**config.mk**
```make
export PLATFORM = sky130hd
export DESIGN_NAME = kvt_scfifo_param
export DESIGN_NICKNAME = d
export VERILOG_FILES = /design/src/rtl/kvt_scfifo_param.sv
export SDC_FILE = /design/constraint.sdc
export NUM_CORES = 1
export LEC_CHECK = 0
export ABC_AREA = 1
export CAP_MARGIN = 10
export CELL_PAD_IN_SITES_DETAIL_PLACEMENT = 0
export CELL_PAD_IN_SITES_GLOBAL_PLACEMENT = 1
export CORE_MARGIN = 4
export CORE_UTILIZATION = 45
export DETAILED_ROUTE_END_ITERATION = 12
export DONT_BUFFER_PORTS = 1
export PLACE_DENSITY_LB_ADDON = 0.12
export SLEW_MARGIN = 30
export SYNTH_ARGS = -nofsm -noshare
export SYNTH_HDL_FRONTEND = slang
export SYNTH_SLANG_ARGS = --single-unit
```
**constraint.sdc**
```tcl
create_clock -name clk -period 2 [get_ports clk]
set_input_delay 0.2 -clock clk [delete_from_list [all_inputs] [get_ports clk]]
set_output_delay 0.2 -clock clk [all_outputs]
set_load 0.05 [all_outputs]
```
**src/rtl/kvt_scfifo_param.sv**
```systemverilog
// Single-clock parameterised FIFO with occupancy counter, almost-full/empty flags,
// overflow/underflow pulses and a selectable registered-read or show-ahead output.
module kvt_scfifo_param #(
  parameter int DW        = 8,
  parameter int DEPTH     = 16,
  parameter int AF_LEVEL  = DEPTH - 2,
  parameter int AE_LEVEL  = 2,
  parameter int SHOWAHEAD = 0
) (
  input  logic                       clk,
  input  logic                       rst,
  input  logic [DW-1:0]              wr_data_i,
  input  logic                       wr_en_i,
  input  logic                       rd_en_i,
  output logic [DW-1:0]              rd_data_o,
  output logic                       empty_o,
  output logic                       full_o,
  output logic                       almost_empty_o,
  output logic                       almost_full_o,
  output logic [$clog2(DEPTH):0]     usedw_o,
  output logic                       overflow_o,
  output logic                       underflow_o
);

  localparam int AW = $clog2(DEPTH);
  localparam int UW = AW + 1;

  logic [DW-1:0] mem [DEPTH];

  logic [AW-1:0] wrPtr_q, wrPtr_d;
  logic [AW-1:0] rdPtr_q, rdPtr_d;
  logic [UW-1:0] usedw_q, usedw_d;
  logic [DW-1:0] rdData_q, rdData_d;
  logic          overflow_q, overflow_d;
  logic          underflow_q, underflow_d;

  logic          isEmpty;
  logic          isFull;
  logic          wrAccept;
  logic          rdAccept;
  logic [DW-1:0] headData;

  // Flags come only from the registered count, so enables never reach an output.
  assign isEmpty  = (usedw_q == '0);
  assign isFull   = (usedw_q == UW'(DEPTH));
  assign wrAccept = wr_en_i && !isFull;
  assign rdAccept = rd_en_i && !isEmpty;
  assign headData = mem[rdPtr_q];

  always_comb begin
    wrPtr_d     = wrPtr_q;
    rdPtr_d     = rdPtr_q;
    usedw_d     = usedw_q;
    rdData_d    = rdData_q;
    overflow_d  = wr_en_i && isFull;
    underflow_d = rd_en_i && isEmpty;

    if (wrAccept) wrPtr_d = wrPtr_q + AW'(1);
    if (rdAccept) rdPtr_d = rdPtr_q + AW'(1);

    case ({wrAccept, rdAccept})
      2'b10:   usedw_d = usedw_q + UW'(1);
      2'b01:   usedw_d = usedw_q - UW'(1);
      default: usedw_d = usedw_q;
    endcase

    // In show-ahead mode the register tracks the visible head so it holds while empty.
    if (SHOWAHEAD != 0) begin
      if (!isEmpty) rdData_d = headData;
    end else begin
      if (rdAccept) rdData_d = headData;
    end
  end

  always_ff @(posedge clk) begin
    if (rst) begin
      wrPtr_q     <= '0;
      rdPtr_q     <= '0;
      usedw_q     <= '0;
      rdData_q    <= '0;
      overflow_q  <= 1'b0;
      underflow_q <= 1'b0;
    end else begin
      wrPtr_q     <= wrPtr_d;
      rdPtr_q     <= rdPtr_d;
      usedw_q     <= usedw_d;
      rdData_q    <= rdData_d;
      overflow_q  <= overflow_d;
      underflow_q <= underflow_d;
    end
  end

  // Storage is never cleared; reset only blocks the write in its cycle.
  always_ff @(posedge clk) begin
    if (!rst && wrAccept) mem[wrPtr_q] <= wr_data_i;
  end

  assign rd_data_o      = ((SHOWAHEAD != 0) && !isEmpty) ? headData : rdData_q;
  assign empty_o        = isEmpty;
  assign full_o         = isFull;
  assign almost_empty_o = (usedw_q <= UW'(AE_LEVEL));
  assign almost_full_o  = (usedw_q >= UW'(AF_LEVEL));
  assign usedw_o        = usedw_q;
  assign overflow_o     = overflow_q;
  assign underflow_o    = underflow_q;

endmodule
```
==> summary.md <==
| Metric | Value |
|---|---|
| Total global routing overflow | `0` |
| Post-synthesis sequential area ratio | `64.31%` |
| Share of the clock period used by the worst path after layout | `95.28%` |
| Final Slew Violations | `0` |
| RSZ-0062 raised after global routing | `true` |
| Final-layout setup total negative slack | `0 ps` |
| Drt pass-1 iters | `4` |
| DRT Wirelength | `15050 µm` |
| Final weighted congestion in routability-driven placement | `0.8226` |
| Average detailed-routed wire length per instance | `16.36 µm` |
| Required time of the critical path | `2340 ps` |
| Post-synth ARST share | `0%` |
| Worst Path Buf+Inv | `2` |
| Max VDD drop | `945.2 µV` |
| Area Growth Syn to Fin | `17.18%` |
| Die Footprint | `16890 µm²` |
| Starting utilization of the core area | `46.05%` |
| Maximum number of pins on one net before global-route repair | `68` |
| Remaining antenna violation count | `0` |
| Most common cell in the synthesized netlist | `nand2_1` |
| Worst setup path startpoint | `usedw_o[2]$_SDFFE_PP0P_` |
| Max Clock Freq | `0.5248 GHz` |
| Power after layout | `9805 µW` |
| Detailed placer's ending HPWL | `9755 µm` |
| Type of the setup path with the least slack | `flop to flop` |
| Final Net Count | `745` |
| CP max stage delay | `350 ps` |
| Ant. Diodes | `0` |
| Net count after synthesis | `700` |
| Final Skew | `6.318 ps` |
| Ranking of synthesized cells by instance count | `nand2_1 (223), edfxtp_1 (128), nand3_1 (92)` |
| Count of boundary I/O pins | `31` |
| Mean post-synth cell area | `9.871 µm²` |
| Startpoint of the tightest hold check path | `wr_en_i` |
| Post-synthesis instance area | `6693 µm²` |
| Num rows | `44` |
| Clock-pin slew reported for the worst setup and hold paths after clock tree synthesis | `60 ps` |
| Ratio of cells with drive above 1 in the final layout | `13.72%` |
| Vias in the first global route | `4421` |
| Number of enable-type register cells in the synthesized netlist | `128` |
| Iteration-0 DRC Markers | `249` |
| Number of unique standard cell types used by synthesis | `32` |
| Library cell with the largest summed area after synthesis | `edfxtp_1` |
| Top cell type's share of synthesized area | `57.43%` |
| Placed insts | `874` |
| Max-slew headroom at the worst pin | `37.66%` |
| Post-synthesis instance total | `678` |
| Max-cap check violation count | `0` |
| Number of vias in the routed layout | `4505` |
| Placeable Area | `14530 µm²` |
| Primary FF master, synth | `edfxtp_1` |
| Critical path data arrival time | `2240 ps` |
| Synth top area cells | `edfxtp_1 (57%), nand2_1 (13%), dfxtp_1 (6.9%)` |
| Max clock buf depth | `2` |
| Synth Warn # | `0` |
| Via-per-instance ratio | `4.897` |
| CTS tree | `yes` |
| Leakage dissipation | `0.003367 µW` |
| Final-report setup violation count | `0` |
| Input/output buffers | `0` |
| Die Ht | `130.0 µm` |
| Result of the run | `finished, final reports clean` |
| Global-route wire length before repair | `24100 µm` |
| WHS | `108.5 ps` |
| Root buffer cell | `clkbuf_16` |
| All-Layer GR Usage | `19.36%` |
| Count of placed standard cells in the final layout, fillers left out | `920` |
| Min-Delay Path Class | `primary input to flop` |
| Total clock buffers created by CTS | `17` |
| Number of register bits inferred by synthesis | `151` |
| Minimum period implied by the final worst setup slack | `1906 ps` |
| Clk sink count | `151` |
| Transition time of the tightest slew-check pin | `932.0 ps` |
| Beginning of the worst register-to-register path | `usedw_o[2]$_SDFFE_PP0P_` |
| Initial antenna violation count | `2` |
| Crit Path Max Fanout | `5` |
| Deepest level of the CTS H-tree | `4` |
| DRC errors left | `0` |
| CP delay by family, top | `simple AND/OR/NAND/NOR gates` |
| Total power divided by cell area | `1250 nW/µm²` |
| Final number of hold-violating endpoints | `0` |
| Cells along the critical path | `nor2_4 > nand4_4 > nand2_4 > ha_4 > inv_2 > fa_2 > inv_2 > nand2_2 > a21boi_1 > o21bai_1 > nand2_1 > nand2_1 > a21oi_2` |
| Slowest cell on crit path | `dfxtp_4` |
| Worst skew pair latency | `420 ps` |
| Startpoint kind of the worst setup timing path | `flop` |
| Die width | `130.0 µm` |
| Pre-CTS WS | `74.59 ps` |
| Endpoint kind of the worst setup timing path | `flop` |
| Final Worst Setup Slack | `94.37 ps` |
-- state kept, by name, indices dropped and copies added (netlist names) --
| register | cells |
|---|---|
| wrPtr_q | 4 |
| underflow_o | 1 |
| overflow_o | 1 |
| rdPtr_q | 4 |
| usedw_o | 5 |
| rd_data_o | 8 |
| mem | 128 |
-- cell usage in the layout, fill, tap and decap left out, types with 5 or more instances in the layout --
master / Yosys / layout
ha_1: 9 / 7
clkbuf_16: 0 / 17
buf_4: 8 / 41
edfxtp_1: 128 / 128
inv_4: 1 / 8
nand2_1: 223 / 222
a21oi_1: 10 / 9
dfxtp_1: 23 / 17
dlygate4sd3_1: 0 / 11
nand2_4: 5 / 6
dfxtp_4: 0 / 5
inv_1: 91 / 88
nand3_1: 92 / 92
nor2_1: 36 / 36
-- per-stage QoR --
step	instance area (µm²)	utilization, %
after floorplan	6763	-
after global placement	7164	49.29
after detailed placement	7164	49.29
after CTS	7805	53.70
after global routing	7843	53.96
final	7843	53.96
-- path summary, 6_finish.rpt --
path	to	slack [ps]	cells after the start
min reg2reg	wrPtr_q[3]$_SDFFE_PP0P_	500	2
max reg2reg	usedw_o[4]$_SDFFE_PP0P_	90	13
max	usedw_o[4]$_SDFFE_PP0P_	90	13
min	wrPtr_q[1]$_SDFFE_PP0P_	110	3
-- power breakdown --
part | internal, µW | switching (µW) | leakage, µW
combinational | 936 | 1990 | 0.00175
sequential | 3610 | 394 | 0.00135
clock | 1660 | 1210 | 0.000267
-- tightest hold or removal path: stages --
cell,delay (ps)
nand2_4,60
buf_4,150
a211oi_1,70
-- area by class of cell --
type,instances,area (µm²)
Tap cell,184,230.2
Fill cell,1293,6691
Inverter,98,376.6
Clock inverter,10,66.31
Clock buffer,22,464.2
Timing Repair Buffer,54,457.9
Sequential cell,151,4324
Multi-Input combinational cell,401,1923
-- repair_timing --
action | in CTS | in global routing
gates resized for setup | 0 | 5
buffers inserted | 0 | 3
hold buffers | 11 | 0
endpoints found under the setup margin | 0 | 1
hold endpoints to repair | 151 | 0
-- layer usage --
layer / global-route usage, % / wire [µm] / vias up
met5: 0 / 21 / -
met4: 6.907 / 260 / 4
met3: 4.175 / 663 / 23
met2: 31.60 / 7356 / 75
met1: 25.75 / 6751 / 2121
li1: - / - / 2282
-- logic make-up after synthesis --
family	Yosys count	share of synthesized area, %
AO/OA/AOI/OAI	20	1.720
XOR/XNOR	5	0.6543
adder cells (fa/ha/maj)	10	1.982
buffers and inverters	126	7.946
flip-flops	151	64.31
AND/OR/NAND/NOR	366	23.39
Note: power is estimated with default switching activity, not from simulation.
